## src/rtl/ss_ctrl_if.sv

```systemverilog
// ss_ctrl_if: stack bus between the data-stack controller (master) and the
// EBR-backed stack memory (slave).
//   op : 2'd0 idle, 2'd1 PUSH, 2'd2 POP (driven by master)
//   vi : value to push (driven by master)
//   s  : popped value, valid the cycle after a POP (driven by slave)
interface ss_ctrl_if #(
    parameter int DSZ = 32
);
    logic [1:0]     op;
    logic [DSZ-1:0] vi;
    logic [DSZ-1:0] s;

    modport master (output op, output vi, input s);
    modport slave  (input op, input vi, output s);
endinterface

```

## src/rtl/ss_ctrl.sv

```systemverilog
// ss_ctrl: data-stack controller. Keeps T (tos) and N (nos) in registers,
// executes Forth stack/ALU commands and spills to / refills from the stack
// memory over ss_io.
// Ports:
//   clk, rst           clock, asynchronous active-low reset
//   ss_io              stack bus, master side (op, vi out; s in)
//   ss_en              memory enable, high exactly when op is PUSH or POP
//   cmd_vld/cmd_rdy    command handshake
//   cmd, imm           opcode and literal
//   err_clr            synchronous clear of both sticky error flags
//   tos, nos, depth    stack registers and item count
//   err_over/err_under sticky error flags
//   state_dbg          1 while the controller is in REFILL
//
// Handshake: a command transfers on a posedge where cmd_vld && cmd_rdy.
// cmd_rdy depends only on state (high in IDLE), never on cmd_vld. A command
// that under/overflows is still consumed; it only sets its error flag.
module ss_ctrl #(
    parameter int DEPTH = 64,
    parameter int DSZ   = 32,
    parameter int DCW   = $clog2(DEPTH + 3)
) (
    input  logic           clk,
    input  logic           rst,
    ss_ctrl_if.master      ss_io,
    output logic           ss_en,
    input  logic           cmd_vld,
    output logic           cmd_rdy,
    input  logic [3:0]     cmd,
    input  logic [DSZ-1:0] imm,
    input  logic           err_clr,
    output logic [DSZ-1:0] tos,
    output logic [DSZ-1:0] nos,
    output logic [DCW-1:0] depth,
    output logic           err_over,
    output logic           err_under,
    output logic           state_dbg
);
    localparam logic [1:0] OP_IDLE = 2'd0;
    localparam logic [1:0] OP_PUSH = 2'd1;
    localparam logic [1:0] OP_POP  = 2'd2;

    localparam logic [3:0] C_LIT  = 4'd1;
    localparam logic [3:0] C_DUP  = 4'd2;
    localparam logic [3:0] C_DROP = 4'd3;
    localparam logic [3:0] C_SWAP = 4'd4;
    localparam logic [3:0] C_OVER = 4'd5;
    localparam logic [3:0] C_ADD  = 4'd6;
    localparam logic [3:0] C_SUB  = 4'd7;
    localparam logic [3:0] C_AND  = 4'd8;
    localparam logic [3:0] C_OR   = 4'd9;
    localparam logic [3:0] C_XOR  = 4'd10;

    localparam logic [DCW-1:0] D_MAX = DCW'(DEPTH + 2);
    localparam logic [DCW-1:0] D_TWO = DCW'(2);

    typedef enum logic {S_IDLE = 1'b0, S_REFILL = 1'b1} state_t;
    state_t state;

    logic [DCW-1:0] need;
    logic           grow;
    logic           shrink;
    logic           is_swap;
    logic [DSZ-1:0] grow_val;
    logic [DSZ-1:0] shrink_val;
    logic           accept;
    logic           under;
    logic           over;
    logic           exec;
    logic           spill;
    logic           pop;

    // Command decode: minimum depth and direction of depth change.
    always_comb begin
        need       = '0;
        grow       = 1'b0;
        shrink     = 1'b0;
        is_swap    = 1'b0;
        grow_val   = tos;
        shrink_val = nos;
        case (cmd)
            C_LIT:  begin grow = 1'b1; grow_val = imm; end
            C_DUP:  begin need = DCW'(1); grow = 1'b1; grow_val = tos; end
            C_DROP: begin need = DCW'(1); shrink = 1'b1; shrink_val = nos; end
            C_SWAP: begin need = DCW'(2); is_swap = 1'b1; end
            C_OVER: begin need = DCW'(2); grow = 1'b1; grow_val = nos; end
            C_ADD:  begin need = DCW'(2); shrink = 1'b1; shrink_val = nos + tos; end
            C_SUB:  begin need = DCW'(2); shrink = 1'b1; shrink_val = nos - tos; end
            C_AND:  begin need = DCW'(2); shrink = 1'b1; shrink_val = nos & tos; end
            C_OR:   begin need = DCW'(2); shrink = 1'b1; shrink_val = nos | tos; end
            C_XOR:  begin need = DCW'(2); shrink = 1'b1; shrink_val = nos ^ tos; end
            default: ;
        endcase
    end

    assign cmd_rdy   = (state == S_IDLE);
    assign state_dbg = (state == S_REFILL);
    assign accept    = cmd_vld && cmd_rdy;
    assign under     = (depth < need);
    assign over      = grow && (depth == D_MAX);
    assign exec      = accept && !under && !over;

    // Spill old N when T and N are both occupied; refill N when memory
    // holds something beneath the consumed entry.
    assign spill = exec && grow && (depth >= D_TWO);
    assign pop   = exec && shrink && (depth > D_TWO);

    always_comb begin
        ss_io.op = OP_IDLE;
        ss_io.vi = '0;
        if (spill) begin
            ss_io.op = OP_PUSH;
            ss_io.vi = nos;
        end else if (pop) begin
            ss_io.op = OP_POP;
        end
    end

    assign ss_en = spill || pop;

    always_ff @(posedge clk or negedge rst) begin
        if (!rst) begin
            state     <= S_IDLE;
            tos       <= '0;
            nos       <= '0;
            depth     <= '0;
            err_over  <= 1'b0;
            err_under <= 1'b0;
        end else begin
            case (state)
                S_IDLE: begin
                    if (exec) begin
                        if (grow) begin
                            tos   <= grow_val;
                            nos   <= tos;
                            depth <= depth + DCW'(1);
                        end else if (shrink) begin
                            tos   <= shrink_val;
                            depth <= depth - DCW'(1);
                            if (depth > D_TWO) begin
                                state <= S_REFILL;
                            end else begin
                                nos <= '0;
                            end
                        end else if (is_swap) begin
                            tos <= nos;
                            nos <= tos;
                        end
                    end
                end
                S_REFILL: begin
                    // Memory presents the popped value this cycle.
                    nos   <= ss_io.s;
                    state <= S_IDLE;
                end
                default: state <= S_IDLE;
            endcase

            // Clear wins over an error raised in the same cycle.
            if (err_clr) begin
                err_over  <= 1'b0;
                err_under <= 1'b0;
            end else begin
                if (accept && under) err_under <= 1'b1;
                if (accept && !under && over) err_over <= 1'b1;
            end
        end
    end
endmodule

```

## src/flat_wrapper.sv

```systemverilog
// flat-port wrapper written by rule: the top's interface ports become plain ports
module ss_ctrl_flat 
#(
    parameter int DEPTH = 64,
    parameter int DSZ   = 32,
    parameter int DCW   = $clog2(DEPTH + 3)
)
  (clk, rst, ss_en, cmd_vld, cmd_rdy, cmd, imm, err_clr, tos, nos, depth, err_over, err_under, state_dbg, ss_io_op, ss_io_vi, ss_io_s);
  ss_ctrl_if #(.DSZ(DSZ)) ss_io_i ();
  input  logic clk;
  input  logic rst;
  output logic ss_en;
  input  logic cmd_vld;
  output logic cmd_rdy;
  input  logic [3:0] cmd;
  input  logic [DSZ-1:0] imm;
  input  logic err_clr;
  output logic [DSZ-1:0] tos;
  output logic [DSZ-1:0] nos;
  output logic [DCW-1:0] depth;
  output logic err_over;
  output logic err_under;
  output logic state_dbg;
  output wire logic [$bits(ss_io_i.op)-1:0] ss_io_op;
  output wire logic [$bits(ss_io_i.vi)-1:0] ss_io_vi;
  input wire logic [$bits(ss_io_i.s)-1:0] ss_io_s;
  assign ss_io_op = ss_io_i.op;
  assign ss_io_vi = ss_io_i.vi;
  assign ss_io_i.s = ss_io_s;
  ss_ctrl #(.DEPTH(DEPTH), .DSZ(DSZ), .DCW(DCW)) u_core (.clk(clk), .rst(rst), .ss_io(ss_io_i), .ss_en(ss_en), .cmd_vld(cmd_vld), .cmd_rdy(cmd_rdy), .cmd(cmd), .imm(imm), .err_clr(err_clr), .tos(tos), .nos(nos), .depth(depth), .err_over(err_over), .err_under(err_under), .state_dbg(state_dbg));
endmodule
```

## config.mk

```make
export PLATFORM = sky130hd
export DESIGN_NAME = ss_ctrl_flat
export DESIGN_NICKNAME = d
export VERILOG_FILES = /design/src/rtl/ss_ctrl_if.sv /design/src/rtl/ss_ctrl.sv /design/src/flat_wrapper.sv
export SDC_FILE = /design/constraint.sdc
export NUM_CORES = 1
export LEC_CHECK = 0
export ABC_AREA = 1
export BUFFER_PORTS_ARGS = -buffer_cell sky130_fd_sc_hd__buf_2
export CAP_MARGIN = 20
export CELL_PAD_IN_SITES_DETAIL_PLACEMENT = 1
export CELL_PAD_IN_SITES_GLOBAL_PLACEMENT = 2
export CORE_MARGIN = 3
export CORE_UTILIZATION = 27
export DETAILED_ROUTE_END_ITERATION = 10
export GPL_TIMING_DRIVEN = 0
export PLACE_DENSITY = 0.75
export SYNTH_ARGS = -nofsm -noshare
export SYNTH_HDL_FRONTEND = slang
export SYNTH_SLANG_ARGS = --single-unit
```

## constraint.sdc

```tcl
create_clock -name clk -period 2.9 [get_ports clk]
set_input_delay 0.29 -clock clk [delete_from_list [all_inputs] [get_ports clk]]
set_output_delay 0.29 -clock clk [all_outputs]
set_load 0.03 [all_outputs]
```

==> flow_summary.yaml, run 1 <==
run_status:
  status: "finished, violations left"
  violations: "negative setup slack"
clocking:
  tritoncts: "built"
  clockRootBuffer: "sky130_fd_sc_hd__clkbuf_16"
  numCtsBuffers: 9
  max_root_sink_buffers: 2
  clock_sink_count: 74
  clock_insertion_delay_worst_skew_ns: 0.38
  htreeDepth: 3
  clk_pin_slew_worst_paths_ns: 0.07
final_layout:
  design.final.nets: 1909
  area.growth.synth_to_final_pct: 37.8
  instances_no_fill: 2180
  antennaDiodeCount: 0
  fillCellCount: 4302
  layout-drive-gt1-share: 0.316
  final_core_utilization: 0.383
pwr:
  cell_internal_pwr_uw: 6410
  netSwitchingPower_uw: 9350
  cellPowerDensity_nw_per_um2: 1250
  switching_share: 0.593
  part_of_the_power_in_the_clock_network: 0.080
  leakage_uw: 0.00631
  p_seq_frac: 0.171
  p_comb_frac: 0.750
  ir_drop_mv: 0.431
route:
  route.detailed.drc: 0
  topRoutingLayerUsed: "met4"
  routed_wirelength_um: 50200
  wl_per_cell_um: 23.0
  drtPass1Iterations: 5
  met2_length_um: 22900
  wl_met1_um: 23200
  number_of_nets_with_antenna_violations_after_detailed_routing: 0
  vias_per_cell: 5.17
  drt_iter0_drc: 674
  number_of_vias_in_the_routed_layout: 11300
  met3WireLength_um: 2610
sta:
  finClkSkew_ns: 0.0122
  max_clock_freq_ghz: 0.298
  setup_total_negative_slack_ns: -5.79
  max_slew_margin: 0.359
  final_period_minus_worst_setup_slack_ns: 3.35
  final_critical_path_setup_slack_ns: -0.454
  report.final.setup_viol: 19
  finalCritPeriodShare: 1.16
  worst_slew_pin_slew_ns: 0.961
  finalMaxSlewViolations: 0
  hold_violation_count_in_the_final_report: 0
  rsz_0062_raised_after_global_routing: "yes"
worst_hold_path:
  min-delay-path-class: "primary input to flip-flop"
  min_delay_path_depth: 2
yosys:
  syn-cell-area_um2: 9190
  yosysWarnings: 0
  synth-seq-cells: 74
  synth_nets: 1656
  ys_async_sr_fraction: 1.00
  yosys.cell_types.count: 50
  synth_edf_count: 0
  dominantRegCellSynth: "sky130_fd_sc_hd__dfrtp_1"
  synth.yosys.seq_area_share: 0.201
  syn_avg_cell_area_um2: 6.21
  post_synthesis_cell_count: 1480
floorplan:
  pin_count: 182
  fp.dieArea_um2: 36300
  initial_core_util: 0.278
  die_y_um: 190
  number_of_standard_cell_rows_in_the_floorplan: 66
  dieWidth_um: 190
  core_outline_area_um2: 33000
setup_path:
  critical_path_depth: 24
  worst_setup_path_end_kind: "flip-flop"
  critPathArrivalTime_ns: 3.62
  worst_setup_path_start_kind: "flip-flop"
  crit_path_frequent_cell: "sky130_fd_sc_hd__nand2_1"
  timing.critical_path.slowest_stage_cell: "sky130_fd_sc_hd__dfrtp_2"
  rr_worst_depth: 24
  cpLargestDelayFamily: "simple AND/OR/NAND/NOR gates"
  crit_buf_inv: 4
  setup.worst_path.class: "flip-flop to flip-flop"
  cp_cell_sequence: "inv_4, ha_4, nand3_4, nor2_4, nand2_4, nor2_4, inv_2, nor2_4, nand3_2, o21ai_4, buf_6, xor2_4, ha_4, nand2_4, inv_2, nand2_1, nand2_1, o21bai_1, nor2_1, nand3b_1, nand3_2, nand3_2, nand2_1, nand2_1"
  cp_max_fo: 4
  worst-endpoint-required_ns: 3.17
  worst_path_largest_cell_delay_ns: 0.43
global_route:
  via_count_of_the_first_global_routing_pass: 11700
  number_of_antenna_violations_at_the_first_check_in_global_routing: 1
  gr-usage-all-layers: 0.270
  grt_remaining_overflow: 0
  grt_max_degree: 39
  grt_pass1_wl_um: 72600
placed_design:
  dpl_ws_ns: -1.25
  placedCellCount: 2104
  place.port_buffers: 181
  place_congestion: 0.920
  hpwlAfterDp_um: 39100
job:
  max_cap_violations: 0
-- sequential cells by signal, indices dropped and copies added (netlist names) --
register	flops
u_core.nos	32
u_core.tos	32
u_core.depth	7
u_core.err_over	1
u_core.err_under	1
u_core.state_dbg	1
-- logic make-up after synthesis --
| family | count (synthesis) | share of synthesized area |
|---|---|---|
| flip-flops | 74 | 0.201 |
| AND/OR/NAND/NOR | 695 | 0.312 |
| XOR/XNOR | 38 | 0.0362 |
| buffers and inverters | 261 | 0.113 |
| AO/OA/AOI/OAI | 308 | 0.194 |
| adder cells (fa/ha/maj) | 104 | 0.143 |
-- power by group through the flow --
stage	sequential (uW)	combinational (uW)	clock [uW]
final	2690	11800	1250
after global routing	2740	12900	1310
after CTS	2610	10300	1270
after detailed placement	2610	8880	0
after global placement	2600	8680	0
after floorplan	3040	5280	0
-- cell usage after synthesis (3+ instances only) --
cell type	count	share of area
sky130_fd_sc_hd__o22ai_1	3	0.0020
sky130_fd_sc_hd__a211oi_2	5	0.0068
sky130_fd_sc_hd__a21oi_1	107	0.058
sky130_fd_sc_hd__nor3_1	50	0.027
sky130_fd_sc_hd__nand3_1	71	0.039
sky130_fd_sc_hd__xor2_1	36	0.034
sky130_fd_sc_hd__o21ai_0	87	0.047
sky130_fd_sc_hd__o21ai_1	42	0.023
sky130_fd_sc_hd__buf_4	7	0.0057
sky130_fd_sc_hd__dfrtp_1	74	0.20
sky130_fd_sc_hd__inv_2	5	0.0020
sky130_fd_sc_hd__a211oi_1	15	0.012
sky130_fd_sc_hd__a22oi_1	4	0.0033
sky130_fd_sc_hd__nand4_1	8	0.0054
sky130_fd_sc_hd__inv_1	198	0.081
sky130_fd_sc_hd__a221oi_1	11	0.010
sky130_fd_sc_hd__buf_2	21	0.011
sky130_fd_sc_hd__ha_1	102	0.14
sky130_fd_sc_hd__a31oi_1	4	0.0027
sky130_fd_sc_hd__clkbuf_1	26	0.011
sky130_fd_sc_hd__o21bai_1	8	0.0065
sky130_fd_sc_hd__nand2_1	384	0.16
sky130_fd_sc_hd__o211ai_1	8	0.0065
sky130_fd_sc_hd__nor2_1	160	0.065
sky130_fd_sc_hd__nand3b_1	9	0.0074
-- stage by stage --
stage | hold slack (ns) | instance area, um^2 | power [uW]
4_1_cts | 0.0593 | 11900 | 14200
3_3_place_gp | 0.466 | 10700 | 11300
5_1_grt | 0.0913 | 12700 | 17000
3_5_place_dp | 0.343 | 10700 | 11500
2_1_floorplan | -0.00559 | 9240 | 8320
6_report | 0.0876 | 12700 | 15800
-- layout make-up --
type,instances,area [um^2],area share
repair buffers,243,1440,0.114
inverters,204,778,0.0615
flip-flops and latches,74,1860,0.147
plain buffers,56,290,0.0229
clock inverters,6,67.6,0.00534
multi-input cells,1145,7440,0.587
clock buffers,10,229,0.0181
well taps,442,553,0.0437
-- layout by cell type (no fill, tap or decap), types with 27 or more instances in the layout --
master and count:
sky130_fd_sc_hd__a21oi_1 81, sky130_fd_sc_hd__inv_1 171, sky130_fd_sc_hd__nand2_1 323, sky130_fd_sc_hd__nor2_1 124, sky130_fd_sc_hd__dfrtp_1 64, sky130_fd_sc_hd__xor2_1 31, sky130_fd_sc_hd__o21ai_1 49, sky130_fd_sc_hd__ha_1 81
sky130_fd_sc_hd__nor3_1 46, sky130_fd_sc_hd__o21ai_0 70, sky130_fd_sc_hd__nand2_2 46, sky130_fd_sc_hd__buf_2 195, sky130_fd_sc_hd__nand3_1 44, sky130_fd_sc_hd__buf_4 62, sky130_fd_sc_hd__inv_2 27
-- path summary, 6_finish.rpt --
check / endpoint / slack (ns) / startpoint
max: u_core.tos[26] / -0.45 / u_core.tos[0]
min: u_core.err_over / 0.09 / err_clr
max reg2reg: u_core.tos[26] / -0.45 / u_core.tos[0]
min reg2reg: u_core.err_under / 0.51 / u_core.err_under
max in group asynchronous: u_core.tos[5] / 1.75 / rst
min in group asynchronous: u_core.nos[16] / 0.46 / rst
-- worst register-to-register path: stages, from the launching register on --
cell	delay, ns
sky130_fd_sc_hd__dfrtp_2	0.43
sky130_fd_sc_hd__inv_4	0.09
sky130_fd_sc_hd__ha_4	0.16
sky130_fd_sc_hd__nand3_4	0.10
sky130_fd_sc_hd__nor2_4	0.14
sky130_fd_sc_hd__nand2_4	0.08
sky130_fd_sc_hd__nor2_4	0.10
sky130_fd_sc_hd__inv_2	0.06
sky130_fd_sc_hd__nor2_4	0.15
sky130_fd_sc_hd__nand3_2	0.12
sky130_fd_sc_hd__o21ai_4	0.20
sky130_fd_sc_hd__buf_6	0.13
sky130_fd_sc_hd__xor2_4	0.17
sky130_fd_sc_hd__ha_4	0.26
sky130_fd_sc_hd__nand2_4	0.09
sky130_fd_sc_hd__inv_2	0.04
sky130_fd_sc_hd__nand2_1	0.06
sky130_fd_sc_hd__nand2_1	0.06
sky130_fd_sc_hd__o21bai_1	0.15
sky130_fd_sc_hd__nor2_1	0.15
sky130_fd_sc_hd__nand3b_1	0.13
sky130_fd_sc_hd__nand3_2	0.15
sky130_fd_sc_hd__nand3_2	0.08
sky130_fd_sc_hd__nand2_1	0.11
sky130_fd_sc_hd__nand2_1	0.05
-- what timing repair did --
item,4_1_cts,5_1_grt
cloned,0,1
pin swaps,77,58
endpoints found under the hold margin,37,0
setup endpoints to repair,61,63
buffers inserted,38,21
hold buffers,1,0
gates resized for setup,163,160
-- routing by layer --
layer	up-vias	track usage
li1	5341	-
met1	5553	0.370
met2	310	0.436
met3	72	0.0395
met4	0	0.0898
met5	-	0
(Power assumes the default switching activity.)
==> run 2, diff against run 1 <==
Settings changed: ABC_CLOCK_PERIOD_IN_PS set to 2900, TNS_END_PERCENT set to 30.
==> flow_summary.yaml, run 2 (synthesis results as in run 1) <==
clocking:
  htreeDepth: 3
  clk_pin_slew_worst_paths_ns: 0.08
  numCtsBuffers: 9
  max_root_sink_buffers: 2
  clock_insertion_delay_worst_skew_ns: 0.38
  clockRootBuffer: "sky130_fd_sc_hd__clkbuf_16"
  clock_sink_count: 74
  tritoncts: "built"
floorplan:
  number_of_standard_cell_rows_in_the_floorplan: 66
  pin_count: 182
  die_y_um: 190
  fp.dieArea_um2: 36300
  core_outline_area_um2: 33000
  dieWidth_um: 190
  initial_core_util: 0.278
setup_path:
  rr_worst_depth: 23
  cp_max_fo: 4
  worst_setup_path_end_kind: "flip-flop"
  worst-endpoint-required_ns: 3.20
  worst_setup_path_start_kind: "flip-flop"
  setup.worst_path.class: "flip-flop to flip-flop"
  critPathArrivalTime_ns: 3.72
final_layout:
  area.growth.synth_to_final_pct: 38.9
  final_area_um2: 12800
  reg_top3: "u_core.nos (32), u_core.tos (32), u_core.depth (7)"
  design.final.nets: 1911
  fillCellCount: 4297
  antennaDiodeCount: 0
  layout.cells.most_common: "sky130_fd_sc_hd__nand2_1"
  layout-drive-gt1-share: 0.329
  most-common-layout-cells: "309 x sky130_fd_sc_hd__nand2_1, 199 x sky130_fd_sc_hd__buf_2, 175 x sky130_fd_sc_hd__inv_1"
route:
  number_of_nets_with_antenna_violations_after_detailed_routing: 0
  wl_per_cell_um: 23.5
  route.detailed.drc: 0
  drt_iter0_drc: 859
  number_of_vias_in_the_routed_layout: 11400
  vias_per_cell: 5.24
  routed_wirelength_um: 51200
  drtPass1Iterations: 5
run_status:
  status: "finished, violations left"
  violations: "negative setup slack"
sta:
  final_period_minus_worst_setup_slack_ns: 3.42
  finClkSkew_ns: 0.0212
  finalMaxSlewViolations: 0
  hold_violation_count_in_the_final_report: 0
  final_critical_path_setup_slack_ns: -0.523
  worst_slew_pin_slew_ns: 1.10
  max_clock_freq_ghz: 0.292
  max_slew_margin: 0.268
  finalCritPeriodShare: 1.18
  rsz_0062_raised_after_global_routing: "yes"
  report.final.setup_viol: 53
global_route:
  grt_remaining_overflow: 0
  grt_pass1_wl_um: 74000
  grt_max_degree: 50
  via_count_of_the_first_global_routing_pass: 11900
  gr-usage-all-layers: 0.275
  number_of_antenna_violations_at_the_first_check_in_global_routing: 1
pwr:
  power_uw: 16000
  cellPowerDensity_nw_per_um2: 1250
  ir_drop_mv: 0.411
  leakage_uw: 0.00634
placed_design:
  dpl_ws_ns: -1.23
  place_congestion: 0.956
  hpwlAfterDp_um: 39300
  postPlaceCellArea_um2: 10700
  place.port_buffers: 181
worst_hold_path:
  min-delay-path-class: "primary input to flip-flop"
  min_delay_path_depth: 2
job:
  max_cap_violations: 0
## run 2: cell types whose count changed in the layout (fill, tap and decap cells not counted), sizes merged
cell / delta
inv: +4
clkbuf: -5
clkinv: -2
bufinv: -1
buf: +6
## run 2: worst paths after layout
| check | endpoint | slack [ns] | from |
|---|---|---|---|
| max | u_core.tos[30] | -0.52 | u_core.tos[0] |
| max in group asynchronous | u_core.tos[2] | 1.81 | rst |
| min | u_core.err_over | 0.08 | err_clr |
| min in group asynchronous | u_core.tos[27] | 0.39 | rst |
| max reg2reg | u_core.tos[30] | -0.52 | u_core.tos[0] |
| min reg2reg | u_core.err_under | 0.51 | u_core.err_under |
## run 2: repair_timing
| item | CTS | global route |
|---|---|---|
| hold buffers | 1 | 0 |
| resized for setup | 167 | 178 |
| endpoints found under the setup margin | 60 | 62 |
| hold endpoints to repair | 25 | 0 |
| buffers inserted | 37 | 24 |
| pin swaps | 67 | 79 |
## run 2: power breakdown
part	leakage, uW	total [uW]	internal (uW)	switching [uW]
clock	0.000136	1230	600	630
combinational	0.00529	12100	4370	7730
sequential	0.000912	2670	1500	1170
total	0.00634	16000	6460	9540
## run 2: worst max-delay path, stage by stage, from the launching register on
cell and delay [ns]:
sky130_fd_sc_hd__dfrtp_2 0.43, sky130_fd_sc_hd__inv_4 0.09, sky130_fd_sc_hd__ha_4 0.16, sky130_fd_sc_hd__nand3_4 0.10, sky130_fd_sc_hd__nor2_4 0.15, sky130_fd_sc_hd__nand2_4 0.07, sky130_fd_sc_hd__nor2_4 0.12, sky130_fd_sc_hd__inv_2 0.06
sky130_fd_sc_hd__nor2_4 0.19, sky130_fd_sc_hd__nand3_4 0.11, sky130_fd_sc_hd__o21ai_4 0.21, sky130_fd_sc_hd__nand2_2 0.07, sky130_fd_sc_hd__xor2_1 0.15, sky130_fd_sc_hd__ha_1 0.42, sky130_fd_sc_hd__nand2_2 0.10, sky130_fd_sc_hd__nor2_2 0.13
sky130_fd_sc_hd__nand2_1 0.08, sky130_fd_sc_hd__nor2_1 0.10, sky130_fd_sc_hd__nand2_1 0.07, sky130_fd_sc_hd__nand3_1 0.12, sky130_fd_sc_hd__nand3_4 0.13, sky130_fd_sc_hd__nand2_2 0.12, sky130_fd_sc_hd__nand2_2 0.05, sky130_fd_sc_hd__a21oi_2 0.10
## run 2: area by class of cell
class                      instances  area (um^2)  share of cell area
tap                              442          553              0.0433
buffer                            57          287              0.0225
inverter                         204          776              0.0608
timing repair buffer             244         1420               0.111
clock buffer                       9          225              0.0176
clock inverter                     7         60.1             0.00471
multi-input combinational       1145         7570               0.593
sequential                        74         1870               0.146
## run 2: routing by layer
metal  part of all wire  vias up  global-route usage
met5            0.00016        -                   0
met4              0.032        2              0.0923
met3              0.056       78              0.0401
met2               0.47      365               0.450
met1               0.44     5652               0.372
li1                   -     5346                   -
## run 2: through the flow
step,utilization,TNS [ns],hold WS [ns],std cells
CTS,0.359,-6.85,0.0720,2158
global placement,0.324,-34.29,0.460,2103
finish,0.386,-8.39,0.0826,2182
floorplan,-,-0.405,-0.00559,1480
detailed placement,0.325,-37.08,0.267,2104
global route,0.386,-17.00,0.0809,2182
